`src/rtl/vga_pkg.sv`:
```
// -----------------------------------------------------------------------------
// vga_pkg
// Shared constants for the VGA scan path: default 640x480@60 timing, derived
// line/frame totals, the renderer coordinate width and the colour field
// positions inside the 24-bit {R,G,B} renderer word.
// No ports (package).
// -----------------------------------------------------------------------------
package vga_pkg;

  // Renderer coordinate width shared with the sprite/asteroid renderers.
  localparam int COORD_W = 19;

  // Default horizontal timing, in pixels.
  localparam int H_VISIBLE_DEF = 640;
  localparam int H_FRONT_DEF   = 16;
  localparam int H_SYNC_DEF    = 96;
  localparam int H_BACK_DEF    = 48;

  // Default vertical timing, in lines.
  localparam int V_VISIBLE_DEF = 480;
  localparam int V_FRONT_DEF   = 10;
  localparam int V_SYNC_DEF    = 2;
  localparam int V_BACK_DEF    = 33;

  localparam int H_TOTAL_DEF = H_VISIBLE_DEF + H_FRONT_DEF + H_SYNC_DEF + H_BACK_DEF;
  localparam int V_TOTAL_DEF = V_VISIBLE_DEF + V_FRONT_DEF + V_SYNC_DEF + V_BACK_DEF;

  // Colour field slice positions in the renderer word.
  localparam int RGB_W = 24;
  localparam int R_HI  = 23;
  localparam int R_LO  = 16;
  localparam int G_HI  = 15;
  localparam int G_LO  = 8;
  localparam int B_HI  = 7;
  localparam int B_LO  = 0;

  // Pixel divider counter width (enough for CLK_DIV up to 4).
  localparam int DIV_W = 2;

  // Raw timing flags, all active-high; the all-zero value means
  // "blank, sync inactive".
  typedef struct packed {
    logic vis;
    logic hs;
    logic vs;
  } timing_t;

endpackage

```
`src/rtl/vga_delay_line.sv`:
```
// -----------------------------------------------------------------------------
// vga_delay_line
// Enable-gated shift register of DEPTH stages of WIDTH bits. Each stage clears
// to zero on reset. DEPTH = 0 degenerates to a wire.
// Ports:
//   clock - system clock
//   reset - asynchronous active-high reset
//   en    - shift enable (one stage per asserted cycle)
//   d     - data in
//   q     - data out, d delayed by DEPTH enabled cycles
// -----------------------------------------------------------------------------
module vga_delay_line #(
  parameter int DEPTH = 1,
  parameter int WIDTH = 3
) (
  input  logic             clock,
  input  logic             reset,
  input  logic             en,
  input  logic [WIDTH-1:0] d,
  output logic [WIDTH-1:0] q
);

  if (DEPTH == 0) begin : g_wire
    logic unused_s;
    assign unused_s = ^{clock, reset, en};
    assign q = d;
  end else begin : g_pipe
    logic [WIDTH-1:0] stage_r [DEPTH];

    // Shift the stages forward on every enabled cycle.
    always_ff @(posedge clock or posedge reset) begin
      if (reset) begin
        for (int i = 0; i < DEPTH; i++) begin
          stage_r[i] <= '0;
        end
      end else if (en) begin
        stage_r[0] <= d;
        for (int i = 1; i < DEPTH; i++) begin
          stage_r[i] <= stage_r[i-1];
        end
      end else begin
        for (int i = 0; i < DEPTH; i++) begin
          stage_r[i] <= stage_r[i];
        end
      end
    end

    assign q = stage_r[DEPTH-1];
  end

endmodule

```
`src/rtl/vga_scan_controller.sv`:
```
// -----------------------------------------------------------------------------
// vga_scan_controller
// Free-running VGA raster generator. Presents the current pixel coordinate to
// the renderers, samples their colour RGB_LATENCY pixel ticks later and drives
// it to the DAC with hsync/vsync/blank aligned to the same pixel. Raises a
// one-clock frame_tick when the scan enters vertical blanking.
// Ports:
//   clock        - system clock
//   reset        - asynchronous active-high reset
//   x, y         - current pixel coordinate (registered)
//   pix_en       - pixel strobe; x/y advance on the cycle after it
//   rgb          - renderer colour {R,G,B} for the coordinate RGB_LATENCY ticks ago
//   vga_r/g/b    - registered colour to the DAC, zero outside the visible area
//   vga_hsync    - active-low horizontal sync
//   vga_vsync    - active-low vertical sync
//   vga_blank_n  - high while the visible region is on the pins
//   frame_tick   - one system-clock pulse at the start of vertical blanking
// -----------------------------------------------------------------------------
module vga_scan_controller
  import vga_pkg::*;
#(
  parameter int CLK_DIV     = 2,
  parameter int H_VISIBLE   = H_VISIBLE_DEF,
  parameter int H_FRONT     = H_FRONT_DEF,
  parameter int H_SYNC      = H_SYNC_DEF,
  parameter int H_BACK      = H_BACK_DEF,
  parameter int V_VISIBLE   = V_VISIBLE_DEF,
  parameter int V_FRONT     = V_FRONT_DEF,
  parameter int V_SYNC      = V_SYNC_DEF,
  parameter int V_BACK      = V_BACK_DEF,
  parameter int RGB_LATENCY = 1
) (
  input  logic               clock,
  input  logic               reset,
  output logic [COORD_W-1:0] x,
  output logic [COORD_W-1:0] y,
  output logic               pix_en,
  input  logic [RGB_W-1:0]   rgb,
  output logic [7:0]         vga_r,
  output logic [7:0]         vga_g,
  output logic [7:0]         vga_b,
  output logic               vga_hsync,
  output logic               vga_vsync,
  output logic               vga_blank_n,
  output logic               frame_tick
);

  localparam int H_TOTAL = H_VISIBLE + H_FRONT + H_SYNC + H_BACK;
  localparam int V_TOTAL = V_VISIBLE + V_FRONT + V_SYNC + V_BACK;

  localparam logic [DIV_W-1:0]   DIV_LAST = DIV_W'(CLK_DIV - 1);
  localparam logic [COORD_W-1:0] H_LAST   = COORD_W'(H_TOTAL - 1);
  localparam logic [COORD_W-1:0] V_LAST   = COORD_W'(V_TOTAL - 1);
  localparam logic [COORD_W-1:0] H_VIS    = COORD_W'(H_VISIBLE);
  localparam logic [COORD_W-1:0] V_VIS    = COORD_W'(V_VISIBLE);
  localparam logic [COORD_W-1:0] V_VIS_M1 = COORD_W'(V_VISIBLE - 1);
  localparam logic [COORD_W-1:0] HS_START = COORD_W'(H_VISIBLE + H_FRONT);
  localparam logic [COORD_W-1:0] HS_END   = COORD_W'(H_VISIBLE + H_FRONT + H_SYNC);
  localparam logic [COORD_W-1:0] VS_START = COORD_W'(V_VISIBLE + V_FRONT);
  localparam logic [COORD_W-1:0] VS_END   = COORD_W'(V_VISIBLE + V_FRONT + V_SYNC);

  logic [DIV_W-1:0]   div_r;
  logic               pix_en_r;
  logic [COORD_W-1:0] x_r;
  logic [COORD_W-1:0] y_r;
  logic [COORD_W-1:0] x_next_s;
  logic [COORD_W-1:0] y_next_s;
  logic               frame_tick_r;
  timing_t            raw_s;
  timing_t            dly_s;
  logic [7:0]         r_s;
  logic [7:0]         g_s;
  logic [7:0]         b_s;
  logic [7:0]         r_r;
  logic [7:0]         g_r;
  logic [7:0]         b_r;
  logic               hsync_r;
  logic               vsync_r;
  logic               blank_n_r;

  // Pixel divider. pix_en is registered so it is low in reset and the first
  // strobe lands CLK_DIV clocks after release; with CLK_DIV=1 it stays high.
  always_ff @(posedge clock or posedge reset) begin
    if (reset) begin
      div_r    <= '0;
      pix_en_r <= 1'b0;
    end else begin
      pix_en_r <= (div_r == DIV_LAST);
      if (div_r == DIV_LAST) begin
        div_r <= '0;
      end else begin
        div_r <= div_r + 2'd1;
      end
    end
  end

  // Next raster position with line and frame wrap.
  always_comb begin
    x_next_s = x_r;
    y_next_s = y_r;
    if (x_r == H_LAST) begin
      x_next_s = '0;
      if (y_r == V_LAST) begin
        y_next_s = '0;
      end else begin
        y_next_s = y_r + 19'd1;
      end
    end else begin
      x_next_s = x_r + 19'd1;
    end
  end

  // Raster counters and the undelayed frame tick (fires on the step into
  // the first blanking line).
  always_ff @(posedge clock or posedge reset) begin
    if (reset) begin
      x_r          <= '0;
      y_r          <= '0;
      frame_tick_r <= 1'b0;
    end else begin
      frame_tick_r <= pix_en_r && (x_r == H_LAST) && (y_r == V_VIS_M1);
      if (pix_en_r) begin
        x_r <= x_next_s;
        y_r <= y_next_s;
      end else begin
        x_r <= x_r;
        y_r <= y_r;
      end
    end
  end

  // Raw timing decode of the presented coordinate.
  always_comb begin
    raw_s     = '0;
    raw_s.vis = (x_r < H_VIS) && (y_r < V_VIS);
    raw_s.hs  = (x_r >= HS_START) && (x_r < HS_END);
    raw_s.vs  = (y_r >= VS_START) && (y_r < VS_END);
  end

  // Delay the timing flags so they meet the renderer colour for the same pixel.
  vga_delay_line #(
    .DEPTH (RGB_LATENCY),
    .WIDTH ($bits(timing_t))
  ) u_timing_dly (
    .clock (clock),
    .reset (reset),
    .en    (pix_en_r),
    .d     (raw_s),
    .q     (dly_s)
  );

  // Colour is forced black outside the visible window.
  always_comb begin
    r_s = 8'd0;
    g_s = 8'd0;
    b_s = 8'd0;
    if (dly_s.vis) begin
      r_s = rgb[R_HI:R_LO];
      g_s = rgb[G_HI:G_LO];
      b_s = rgb[B_HI:B_LO];
    end else begin
      r_s = 8'd0;
      g_s = 8'd0;
      b_s = 8'd0;
    end
  end

  // DAC output register, loaded once per pixel tick.
  always_ff @(posedge clock or posedge reset) begin
    if (reset) begin
      r_r       <= 8'd0;
      g_r       <= 8'd0;
      b_r       <= 8'd0;
      hsync_r   <= 1'b1;
      vsync_r   <= 1'b1;
      blank_n_r <= 1'b0;
    end else if (pix_en_r) begin
      r_r       <= r_s;
      g_r       <= g_s;
      b_r       <= b_s;
      hsync_r   <= ~dly_s.hs;
      vsync_r   <= ~dly_s.vs;
      blank_n_r <= dly_s.vis;
    end else begin
      r_r       <= r_r;
      g_r       <= g_r;
      b_r       <= b_r;
      hsync_r   <= hsync_r;
      vsync_r   <= vsync_r;
      blank_n_r <= blank_n_r;
    end
  end

  assign x           = x_r;
  assign y           = y_r;
  assign pix_en      = pix_en_r;
  assign frame_tick  = frame_tick_r;
  assign vga_r       = r_r;
  assign vga_g       = g_r;
  assign vga_b       = b_r;
  assign vga_hsync   = hsync_r;
  assign vga_vsync   = vsync_r;
  assign vga_blank_n = blank_n_r;

endmodule

```
`config.mk`:
```
export PLATFORM = sky130hd
export DESIGN_NAME = vga_scan_controller
export DESIGN_NICKNAME = d
export VERILOG_FILES = /design/src/rtl/vga_pkg.sv /design/src/rtl/vga_delay_line.sv /design/src/rtl/vga_scan_controller.sv
export SDC_FILE = /design/constraint.sdc
export NUM_CORES = 1
export LEC_CHECK = 0
export BUFFER_PORTS_ARGS = -buffer_cell sky130_fd_sc_hd__buf_2
export CAP_MARGIN = 5
export CORE_ASPECT_RATIO = 0.9
export CORE_MARGIN = 8
export CORE_UTILIZATION = 25
export DETAILED_ROUTE_END_ITERATION = 6
export GPL_ROUTABILITY_DRIVEN = 0
export GPL_TIMING_DRIVEN = 0
export PLACE_DENSITY = 0.52
export SETUP_SLACK_MARGIN = 0.5
export SYNTH_ARGS = -nofsm -noshare
export SYNTH_HDL_FRONTEND = slang
export SYNTH_HIERARCHICAL = 1
export SYNTH_SLANG_ARGS = --single-unit
```
`constraint.sdc`:
```
create_clock -name clock -period 4.66 [get_ports clock]
set_input_delay 0.699 -clock clock [delete_from_list [all_inputs] [get_ports clock]]
set_output_delay 0.699 -clock clock [all_outputs]
set_load 0.02 [all_outputs]
```
==> impl_metrics.toml <==
[run_status]
status = "completed"

[sta]
post-route-period-util = 0.554
rsz0062_at_grt = "false"
setup_tns_ns = 0
max-slew-margin-rel = 0.563
hold_viol = 0
finalCriticalPeriod_ns = 2.58
final.setup_skew_ns = 0.00561
hold-worst-slack_ns = 0.231
worst_slack_ns = 2.08
max_freq_ghz = 0.387
setup_violations = 0
report.final.slew_viol_count = 0
worstMarginPinSlew_ns = 0.653

[drt]
drt-vias-per-instance = 4.41
wl_per_cell_um = 14.3
vias = 2639
ant_nets = 0
dr.first_iter.drc_count = 163
drcViolationCount = 0
drtPass1Iterations = 4
routed_wirelength_um = 8550

[setup_path]
timing.rr.end = "y[9]"
crit_fanout = 10
critPathRequiredTime_ns = 4.89
r2r.worst_path.cells = 6
arrival_ns = 2.81
cp-startpoint = "x[16]"
endpoint_kind = "register"
critical_path_class = "register to register"
start_kind = "register"
r2r_slack_ns = 2.08
r2r-start = "x[16]"

[yosys]
yosys_warnings = 6
synth_mux_area_frac = 0.0372
synth_top_family_by_area = "simple AND/OR/NAND/NOR gates"
synth_area_um2 = 3230
ys_types = 37
syn_inst = 325
ys_seq_area_frac = 0.558
synth_xor_area_frac = 0.0759
synthTopCellsByArea = "dfrtp_1 54%, nand2_1 5.1%, o21ai_0 4.5%, xnor2_1 4.1%, inv_1 3.8%"
synth_compound_gate_area_share = 0.0569
async_flop_share = 1.00
synth-edff-count = 0
synthFlopType = "dfrtp_1"
syn_avg_cell_area_um2 = 9.94
synthSimpleGateAreaFrac = 0.210
ys_ff_latch = 72
synth.net_count = 354
yosysTopAreaCell = "dfrtp_1"
synth.top_cell.area_share = 0.542
synthAdderAreaFrac = 0.0116

[flow_run]
maxCapViolCount = 0

[power]
ir_drop_mv = 0.227
power_density_nw_per_um2 = 331
p_leak_nw = 2.12

[clocking]
clk_path_buf_depth = 2
htreeDepth = 3
numCtsBuffers = 9
cts_resized = 0
clk_pin_slew_worst_paths_ns = 0.06
postCtsSetupBuffers = 0
cts_sinks = 72
cts_root_buffer = "clkbuf_16"
cts_tree = "built"
clk_latency_ns = 0.34
postCtsHoldBufs = 0

[finish]
diodes = 0
stdcell_area_um2 = 4230
drive_above_1_share = 0.283
nNetsFinal = 458
area_growth_syn_to_layout_pct = 30.9
layout_common_cells = "93 x buf_2, 70 x dfrtp_1, 44 x nand2_1"
n_fill_cell = 1321
layout.cells.most_common = "buf_2"
finalCoreUtilization = 0.335

[die]
io_pins = 93
dieArea_um2 = 16800
die_h_um = 124
die_w_um = 136
coreArea_um2 = 12600
rows = 39
start_util = 0.256

[grt]
antenna_found_initial = 0
grt_pass1_vias = 2652
grt_first_pass_wirelength_um = 13600
grt.total_usage = 0.105
grt_max_degree = 68
overflow = 0

[placed_design]
port_buffers = 92
hpwl_um = 6150
pre_cts_slack_ns = 2.10
placed_cell_area_um2 = 3930

[worst_hold_path]
hold_path.class = "primary input to async pin"
## registers in the layout, summed over array words and instances (netlist names)
signal / flops
div_r: 2
frame_tick: 1
pix_en: 1
u_timing_dly/q: 3
vga_b: 8
vga_blank_n: 1
vga_g: 8
vga_hsync: 1
vga_r: 8
vga_vsync: 1
x: 19
y: 19
## worst max path at each step
stage,depth (start not counted),slack (ns),end
after floorplan,6,2.17,y[8]
after global placement,2,1.17,y[16]
after detailed placement,6,2.10,y[9]
after CTS,6,2.08,y[9]
after global routing,6,1.93,y[12]
final,6,2.08,y[9]
## cells in the mapped netlist, drive strengths merged, types with 2 or more instances
library cell  count
dfrtp            70
dfstp             2
and3              6
nor2             25
and2              3
nor2b             2
xor2             13
or2               2
clkbuf            5
mux2              8
mux2i             3
nand2            44
nor4              8
o21ai            29
xnor2            15
nor3             12
ha                3
nand4             8
inv              33
buf               3
a22o              2
nand3            18
or4               3
## layout make-up
cell class                 instances  area [um^2]  share of cell area
sequential                        72         1800               0.427
multi-input combinational        212         1260               0.299
timing repair buffer              93          488               0.115
clock buffer                      14          264              0.0624
tap                              164          205              0.0485
inverter                          33          126              0.0299
buffer                             8         38.8             0.00917
clock inverter                     2         37.5             0.00888
## report_power, final
group	leakage (nW)	total [mW]	internal [mW]	switching, mW
logic	1.06	0.0590	0.0207	0.0383
clock network	0.143	0.701	0.444	0.256
registers	0.919	0.642	0.636	0.00563
## kinds of logic (layout without fill, tap and decap cells)
logic type,after synthesis,in the layout
buffers and inverters,41,150
adders and majority gates,3,3
muxes,11,11
DFF,72,72
and+or+nand+nor,136,136
xor gates and xnor gates,28,28
AOI/OAI and AO/OA,34,34
## per-stage QoR
step / power (mW) / cells
finish: 1.40 / 598
global route: 1.47 / 598
CTS: 1.43 / 598
detailed placement: 0.714 / 582
global placement: 0.710 / 581
floorplan: 0.682 / 325
## critical path: stages (launching register included)
cell and delay (ns):
dfrtp_1 0.43, or4_4 0.55, or4_4 0.51, nor2_1 0.33, buf_2 0.32, o21ai_0 0.12, a21o_1 0.20
## per-layer routing
layer  share of wire  global-route usage  up-vias
li1                -                   -     1300
met1            0.45               0.129     1251
met2            0.46               0.158       75
met3           0.069              0.0452       13
met4           0.020              0.0466        0
met5               0                   0        -
No activity file was read; power rests on OpenSTA's default activity.
